$ cat config.mk
export PLATFORM = sky130hd
export DESIGN_NAME = mult_share_ctrl
export DESIGN_NICKNAME = d
export VERILOG_FILES = /design/src/rtl/mult_share_ctrl.sv
export SDC_FILE = /design/constraint.sdc
export NUM_CORES = 1
export LEC_CHECK = 0
export CAP_MARGIN = 20
export CORE_MARGIN = 10
export CORE_UTILIZATION = 47
export DETAILED_ROUTE_END_ITERATION = 6
export PLACE_DENSITY_LB_ADDON = 0.15
export SETUP_SLACK_MARGIN = 0.5
export SYNTH_ARGS = -nofsm -noshare
export SYNTH_HDL_FRONTEND = slang
export SYNTH_SLANG_ARGS = --single-unit
export TNS_END_PERCENT = 50
$ cat constraint.sdc
create_clock -name clk -period 4.5 [get_ports clk]
set_input_delay 0.9 -clock clk [delete_from_list [all_inputs] [get_ports clk]]
set_output_delay 0.9 -clock clk [all_outputs]
set_load 0.02 [all_outputs]
$ cat src/rtl/mult_share_ctrl.sv
// Round-robin controller that time-shares one combinational multiplier among NUM_REQ requesters.
// Operands are registered and held for SETTLE cycles before the product is captured and returned.

module multiplier #(
    parameter int SIZE = 4
) (
    input  logic [SIZE-1:0]   x,
    input  logic [SIZE-1:0]   y,
    output logic [2*SIZE-1:0] p
);
    // Unsigned shift-and-add array: one partial-product row per bit of y.
    always_comb begin
        p = '0;
        for (int i = 0; i < SIZE; i++) begin
            if (y[i]) p = p + ({{SIZE{1'b0}}, x} << i);
        end
    end
endmodule

module mult_share_ctrl #(
    parameter  int SIZE    = 4,
    parameter  int NUM_REQ = 4,
    parameter  int SETTLE  = 2,
    localparam int IDW     = $clog2(NUM_REQ)
) (
    input  logic                    clk,
    input  logic                    reset,
    input  logic [NUM_REQ-1:0]      req_valid,
    input  logic [NUM_REQ*SIZE-1:0] req_x,
    input  logic [NUM_REQ*SIZE-1:0] req_y,
    output logic [NUM_REQ-1:0]      req_ready,
    output logic                    resp_valid,
    output logic [IDW-1:0]          resp_id,
    output logic [2*SIZE-1:0]       resp_p,
    input  logic                    resp_ready,
    output logic                    busy
);
    localparam int CW = (SETTLE > 1) ? $clog2(SETTLE) : 1;

    typedef enum logic [1:0] {
        S_IDLE = 2'd0,
        S_WAIT = 2'd1,
        S_RESP = 2'd2
    } state_t;

    state_t            state_q, state_d;
    logic [SIZE-1:0]   x_q, x_d, y_q, y_d;
    logic [IDW-1:0]    id_q, id_d, last_q, last_d, resp_id_q, resp_id_d;
    logic [CW-1:0]     cnt_q, cnt_d;
    logic              resp_valid_q, resp_valid_d;
    logic [2*SIZE-1:0] resp_p_q, resp_p_d, mult_p;
    logic              grant_found;
    logic [IDW-1:0]    grant_idx, cand;
    logic [SIZE-1:0]   x_sel, y_sel;

    multiplier #(.SIZE(SIZE)) u_mult (
        .x(x_q),
        .y(y_q),
        .p(mult_p)
    );

    // Rotating priority: the search starts one past the most recently granted index.
    always_comb begin
        grant_found = 1'b0;
        grant_idx   = '0;
        cand        = '0;
        for (int k = 1; k <= NUM_REQ; k++) begin
            cand = IDW'((int'(last_q) + k) % NUM_REQ);
            if (!grant_found && req_valid[cand]) begin
                grant_found = 1'b1;
                grant_idx   = cand;
            end
        end
    end

    always_comb begin
        x_sel = '0;
        y_sel = '0;
        for (int i = 0; i < NUM_REQ; i++) begin
            if (grant_idx == IDW'(i)) begin
                x_sel = req_x[i*SIZE +: SIZE];
                y_sel = req_y[i*SIZE +: SIZE];
            end
        end
    end

    // Handshakes: a transfer happens on a rising edge where valid and ready are both high;
    // valid and payload are held until then, and ready may depend combinationally on valid.
    always_comb begin
        req_ready = '0;
        if (state_q == S_IDLE && grant_found) req_ready[grant_idx] = 1'b1;
    end

    always_comb begin
        state_d      = state_q;
        x_d          = x_q;
        y_d          = y_q;
        id_d         = id_q;
        last_d       = last_q;
        cnt_d        = cnt_q;
        resp_valid_d = resp_valid_q;
        resp_p_d     = resp_p_q;
        resp_id_d    = resp_id_q;
        case (state_q)
            S_IDLE: begin
                if (grant_found) begin
                    x_d     = x_sel;
                    y_d     = y_sel;
                    id_d    = grant_idx;
                    last_d  = grant_idx;
                    cnt_d   = CW'(SETTLE - 1);
                    state_d = S_WAIT;
                end
            end
            S_WAIT: begin
                if (cnt_q == '0) begin
                    resp_p_d     = mult_p;
                    resp_id_d    = id_q;
                    resp_valid_d = 1'b1;
                    state_d      = S_RESP;
                end else begin
                    cnt_d = cnt_q - 1'b1;
                end
            end
            S_RESP: begin
                if (resp_ready) begin
                    resp_valid_d = 1'b0;
                    state_d      = S_IDLE;
                end
            end
            default: state_d = S_IDLE;
        endcase
    end

    always_ff @(posedge clk) begin
        if (reset) begin
            state_q      <= S_IDLE;
            x_q          <= '0;
            y_q          <= '0;
            id_q         <= '0;
            last_q       <= IDW'(NUM_REQ - 1);
            cnt_q        <= '0;
            resp_valid_q <= 1'b0;
            resp_p_q     <= '0;
            resp_id_q    <= '0;
        end else begin
            state_q      <= state_d;
            x_q          <= x_d;
            y_q          <= y_d;
            id_q         <= id_d;
            last_q       <= last_d;
            cnt_q        <= cnt_d;
            resp_valid_q <= resp_valid_d;
            resp_p_q     <= resp_p_d;
            resp_id_q    <= resp_id_d;
        end
    end

    assign resp_valid = resp_valid_q;
    assign resp_p     = resp_p_q;
    assign resp_id    = resp_id_q;
    assign busy       = (state_q != S_IDLE);
endmodule

==> results.sh, run 1 <==
export IMPL_gr_total_overflow=0
export IMPL_end_kind="output pin"
export IMPL_num_antenna_cells=0
export IMPL_io_pins=55
export IMPL_port_buffers=54
export IMPL_vdd_ir_drop_worst_mv=0.139
export IMPL_fin_area_um2=2490
export IMPL_die_h_um=82.2
export IMPL_yosys_top_cells_count="dfxtp_1, nand2_1, nor2_1"
export IMPL_drc=0
export IMPL_htreeDepth=1
export IMPL_avgSynthCellArea_um2=9.06
export IMPL_synth_cell_type_count=46
export IMPL_grt_max_degree=22
export IMPL_fin_nets=308
export IMPL_yosysTopAreaCell="dfxtp_1"
export IMPL_hold_path_class="reg2reg"
export IMPL_holdBufCountCts=0
export IMPL_r2r_start="y_q[0]"
export IMPL_tns_ns=0
export IMPL_ant_nets=0
export IMPL_clock_skew_ns=0.00202
export IMPL_syn_inst=201
export IMPL_hold_path_startpoint="resp_p[2]"
export IMPL_ys_async_sr_fraction_pct=0
export IMPL_min_period_ns=3.88
export IMPL_drt_initial_drc_count=54
export IMPL_status="finished, final reports clean"
export IMPL_syn_area_um2=1820
export IMPL_cp_num_buf_inv=4
export IMPL_synth_area_leaders="dfxtp_1, ha_1, mux2_4, mux2_2, a221o_1"
export IMPL_yosysSeqAreaShare_pct=28.6
export IMPL_arrival_ns=2.98
export IMPL_synthFlopType="dfxtp_1"
export IMPL_post_route_period_util_pct=86.3
export IMPL_report_final_hold_viol_count=0
export IMPL_routed_wl_um=4550
export IMPL_cts_buffers=3
export IMPL_globalplace_congestion=0.845
export IMPL_drv_cap=0
export IMPL_antenna_found_initial=0
export IMPL_grt_first_pass_wirelength_um=7720
export IMPL_cp_max_fo=18
export IMPL_ys_warn_count=0
export IMPL_clockBufferDepth=2
export IMPL_post_cts_setup_buffers=0
export IMPL_coreArea_um2=3720
export IMPL_viasPerCell=5.52
export IMPL_yosysTopAreaCellShare_pct=28.6
export IMPL_start_util_pct=49.0
export IMPL_drive_above_1_share_pct=14.5
export IMPL_cts_tree="done"
export IMPL_track_usage_pct=13.8
export IMPL_synth_edf_count=0
export IMPL_die_x_um=82.2
export IMPL_num_fill_cells=335
export IMPL_fmax_ghz=0.258
export IMPL_rsz0062_at_grt="yes"
export IMPL_cp_data_required_time_ns=3.60
export IMPL_grt_pass1_vias=1704
export IMPL_num_vias=1673
export IMPL_clk_pin_slew_ns=0.09
export IMPL_powerDensity_nw_per_um2=331
export IMPL_root_buffer="clkbuf_8"
export IMPL_cp_start_kind="input pin"
export IMPL_fp_row_count=22
export IMPL_cp_top_family="buffers and inverters"
export IMPL_drv_slew=0
export IMPL_ys_seq_elements=26
export IMPL_placed_area_um2=2400
export IMPL_cts_sinks=26
export IMPL_relSlewSlack_pct=65.8
export IMPL_cp_slowest_stage_delay_ns=0.61
export IMPL_slowest_stage="clkdlybuf4s50_1"
export IMPL_tightest_slew_ns=0.510
export IMPL_synth_most_common_cell="dfxtp_1"
export IMPL_wl_per_cell_um=15.0
export IMPL_regToRegSetupSlack_ns=0.79
export IMPL_crit_type="in2out"
export IMPL_area_growth_pct=36.7
export IMPL_p_leak_nw=1.07
export IMPL_cp_common_cell="clkdlybuf4s50_1"
export IMPL_drt_pass1_iter_count=4
export IMPL_path_cells="clkdlybuf4s50_1 -> inv_1 -> a211oi_1 -> a211o_1 -> buf_4 -> and3_2 -> clkdlybuf4s50_1"
export IMPL_dieArea_um2=6760
export IMPL_dp_hpwl_um=3600
export IMPL_clk_insertion_delay_late_ns=0.27
export IMPL_finalSetupViolCount=0
export IMPL_startpoint="req_valid[1]"
export IMPL_syn_nets=253
-- per-layer routing --
metal	part of all wire, %	up-vias	wire, µm	track usage [%]
met5	0	-	0	0
met4	0	0	0	3.06
met3	9.0	0	409	4.43
met2	45	44	2060	22.9
met1	46	790	2080	16.9
li1	-	839	-	-
-- kinds of logic (layout without fill, tap and decap cells) --
logic type	after synthesis	count (layout)	share of synthesized area (%)
AOI/OAI and AO/OA	53	53	21.4
and+or+nand+nor	60	60	16.6
adders and majority gates	15	15	11.3
xor gates and xnor gates	6	6	2.89
muxes	20	20	13.5
DFF	26	26	28.6
buffers and inverters	21	75	5.70
-- sequential cells by signal (all words and copies together), names as in the netlist --
| signal | count |
|---|---|
| resp_id | 2 |
| state_q | 2 |
| last_q | 2 |
| id_q | 2 |
| x_q | 4 |
| cnt_q | 1 |
| resp_p | 8 |
| y_q | 4 |
| resp_valid | 1 |
-- worst reg2reg max path: stages (launching register included) --
cell      delay (ns)
dfxtp_1         0.46
and2_1          0.19
ha_1            0.18
inv_1           0.06
fa_1            0.40
xnor2_1         0.14
nand2_1         0.10
xor2_2          0.24
ha_1            0.28
a21o_1          0.16
a21oi_1         0.17
xnor2_1         0.12
a21o_1          0.19
ha_1            0.31
a21oi_1         0.17
xnor2_1         0.13
mux2i_1         0.09
a211oi_1        0.24
-- final cells by class --
cell class / instances / area, µm² / share of cell area [%]
clock buffers: 3 / 41.3 / 1.66
clock inverters: 1 / 30.0 / 1.21
inverters: 13 / 48.8 / 1.96
multi-input cells: 154 / 1210 / 48.8
flip-flops and latches: 26 / 523 / 21.0
well taps: 48 / 60.1 / 2.41
repair buffers: 58 / 571 / 22.9
-- power breakdown --
part | internal [mW] | switching, mW | total (mW)
clock | 0.119 | 0.0746 | 0.194
combinational | 0.172 | 0.152 | 0.324
sequential | 0.264 | 0.0436 | 0.307
total | 0.555 | 0.270 | 0.825
-- repair_timing --
item | in CTS | in global routing
hold endpoints to repair | 0 | 0
resized for setup | 0 | 5
setup endpoints to repair | 0 | 4
-- placed cells by master (no fill, tap or decap), drive strengths merged, types with 2 or more instances in the layout --
cell type	n
a2111oi	2
nor2b	2
a221o	8
nand3	2
or2	3
nor2	14
mux2	16
nand2b	2
o211ai	3
a21oi	13
fa	3
nand2	17
inv	13
o21a	3
o21ai	6
xnor2	4
o221a	3
xor2	2
a21o	5
buf	4
nor3	8
clkbuf	3
ha	10
maj3	2
mux2i	4
clkdlybuf4s50	54
dfxtp	26
a211oi	4
and3	7
-- per-stage QoR --
step	hold WS [ns]	cells	worst slack [ns]	power, mW	utilization [%]
floorplan	0.432	201	1.05	0.524	-
global placement	0.440	299	0.687	0.627	64.5
detailed placement	0.445	299	0.611	0.631	64.5
CTS	0.458	303	0.594	0.826	66.4
global route	0.483	303	0.487	0.878	67.0
finish	0.454	303	0.618	0.825	67.0
-- worst paths after layout --
kind	to	cells past startpoint
hold reg to reg	resp_p[2]	2
setup / recovery	req_ready[0]	7
hold / removal	resp_p[2]	2
setup reg to reg	resp_p[6]	17
Power figures use the tool's default switching activity.
==> inputs of run 2 (changes only) <==
CORE_ASPECT_RATIO = 0.8   (was unset)
==> results.sh, run 2 (synthesis results as in run 1) <==
export IMPL_placed_area_um2=2400
export IMPL_status="finished, final reports clean"
export IMPL_root_buffer="clkbuf_8"
export IMPL_grt_first_pass_wirelength_um=7950
export IMPL_start_util_pct=48.2
export IMPL_slowest_stage="clkdlybuf4s50_1"
export IMPL_clk_pin_slew_ns=0.08
export IMPL_tns_ns=0
export IMPL_ant_nets=0
export IMPL_globalplace_congestion=0.825
export IMPL_fp_row_count=20
export IMPL_drv_slew=0
export IMPL_port_buffers=54
export IMPL_io_pins=55
export IMPL_fmax_ghz=0.256
export IMPL_num_antenna_cells=0
export IMPL_drc=0
export IMPL_cts_buffers=3
export IMPL_cp_max_fo=5
export IMPL_hold_path_class="reg2reg"
export IMPL_drv_cap=0
export IMPL_drive_above_1_share_pct=14.5
export IMPL_layout_common_cells="clkdlybuf4s50_1, dfxtp_1, nand2_1, nor2_1"
export IMPL_largest_reg_flops=8
export IMPL_postLayoutCoreUtil_pct=65.7
export IMPL_crit_type="in2out"
export IMPL_place_inst=306
export IMPL_die_x_um=89.6
export IMPL_track_usage_pct=14.6
export IMPL_regToRegSetupSlack_ns=0.70
export IMPL_min_period_ns=3.90
export IMPL_clock_skew_ns=0.00768
export IMPL_cp_start_kind="input pin"
export IMPL_reg2reg_to="resp_p[6]"
export IMPL_mostFrequentLayoutCell="clkdlybuf4s50_1"
export IMPL_cts_tree="done"
export IMPL_power_mw=0.783
export IMPL_post_cts_resized=0
export IMPL_p_leak_nw=1.06
export IMPL_drt_pass1_iter_count=4
export IMPL_arrival_ns=3.00
export IMPL_clockBufferDepth=2
export IMPL_rsz0062_at_grt="yes"
export IMPL_end_kind="output pin"
export IMPL_post_route_period_util_pct=86.8
export IMPL_holdPathStages=2
export IMPL_fin_nets=308
export IMPL_drt_initial_drc_count=100
export IMPL_r2r_cells=17
export IMPL_clk_insertion_delay_late_ns=0.27
export IMPL_wl_per_cell_um=15.2
export IMPL_area_growth_pct=36.3
export IMPL_finalSetupViolCount=0
export IMPL_r2r_start="y_q[0]"
export IMPL_dp_hpwl_um=3650
export IMPL_crit_cells=7
export IMPL_cp_slowest_stage_delay_ns=0.62
export IMPL_tightest_slew_ns=0.534
export IMPL_viasPerCell=5.36
export IMPL_dieArea_um2=6780
export IMPL_instances_no_fill=310
export IMPL_die_h_um=75.7
export IMPL_cts_sinks=26
export IMPL_powerDensity_nw_per_um2=315
export IMPL_post_cts_setup_buffers=0
export IMPL_antenna_found_initial=0
export IMPL_cp_top_family="buffers and inverters"
export IMPL_cp_num_buf_inv=2
export IMPL_path_cells="clkdlybuf4s50_1 -> o21ai_1 -> o21ai_1 -> a211o_1 -> or2_2 -> nor2_1 -> clkdlybuf4s50_1"
export IMPL_endpoint="req_ready[2]"
export IMPL_post_place_ws_ns=0.565
export IMPL_grt_pass1_vias=1685
export IMPL_fin_ws_ns=0.595
export IMPL_routed_wl_um=4720
export IMPL_cp_data_required_time_ns=3.60
export IMPL_hold_slack_ns=0.454
export IMPL_startpoint="req_valid[0]"
export IMPL_relSlewSlack_pct=64.2
export IMPL_htreeDepth=1
export IMPL_grt_max_degree=22
export IMPL_fin_area_um2=2480
export IMPL_vdd_ir_drop_worst_mv=0.234
export IMPL_report_final_hold_viol_count=0
export IMPL_num_vias=1662
export IMPL_holdBufCountCts=0
export IMPL_coreArea_um2=3780
export IMPL_gr_total_overflow=0
==> run 2: how the worst min path moves through the flow <==
| stage | from | to | slack [ns] |
|---|---|---|---|
| finish | resp_p[0] | resp_p[0] | 0.45 |
| global route | resp_p[2] | resp_p[2] | 0.48 |
| CTS | resp_p[0] | resp_p[0] | 0.46 |
| detailed placement | resp_p[0] | resp_p[0] | 0.44 |
| global placement | resp_p[2] | resp_p[2] | 0.44 |
| floorplan | id_q[1] | resp_id[1] | 0.43 |
==> run 2: where the power goes <==
group	leakage [nW]	internal (mW)	total [mW]	switching [mW]
combinational	0.818	0.172	0.324	0.152
clock	0.0288	0.0782	0.151	0.0731
sequential	0.215	0.264	0.308	0.0438
total	1.06	0.514	0.783	0.268
==> run 2: cell type report <==
cell class                      instances  area (µm²)
Fill cell                             325        1300
Multi-Input combinational cell        154        1210
Timing Repair Buffer                   58         571
Sequential cell                        26         523
Tap cell                               55        68.8
Clock buffer                            4        55.1
Inverter                               13        48.8
==> run 2: routing by layer <==
layer / up-vias / track usage (%) / part of all wire [%]
li1: 843 / - / -
met1: 770 / 19.2 / 45
met2: 45 / 23.4 / 47
met3: 4 / 4.27 / 7.1
met4: 0 / 2.29 / 0.72
met5: - / 0 / 0
==> run 2: worst min-delay path: stages, from the launching register on <==
cell	delay (ns)
dfxtp_1	0.31
nand2_1	0.05
a21oi_1	0.05
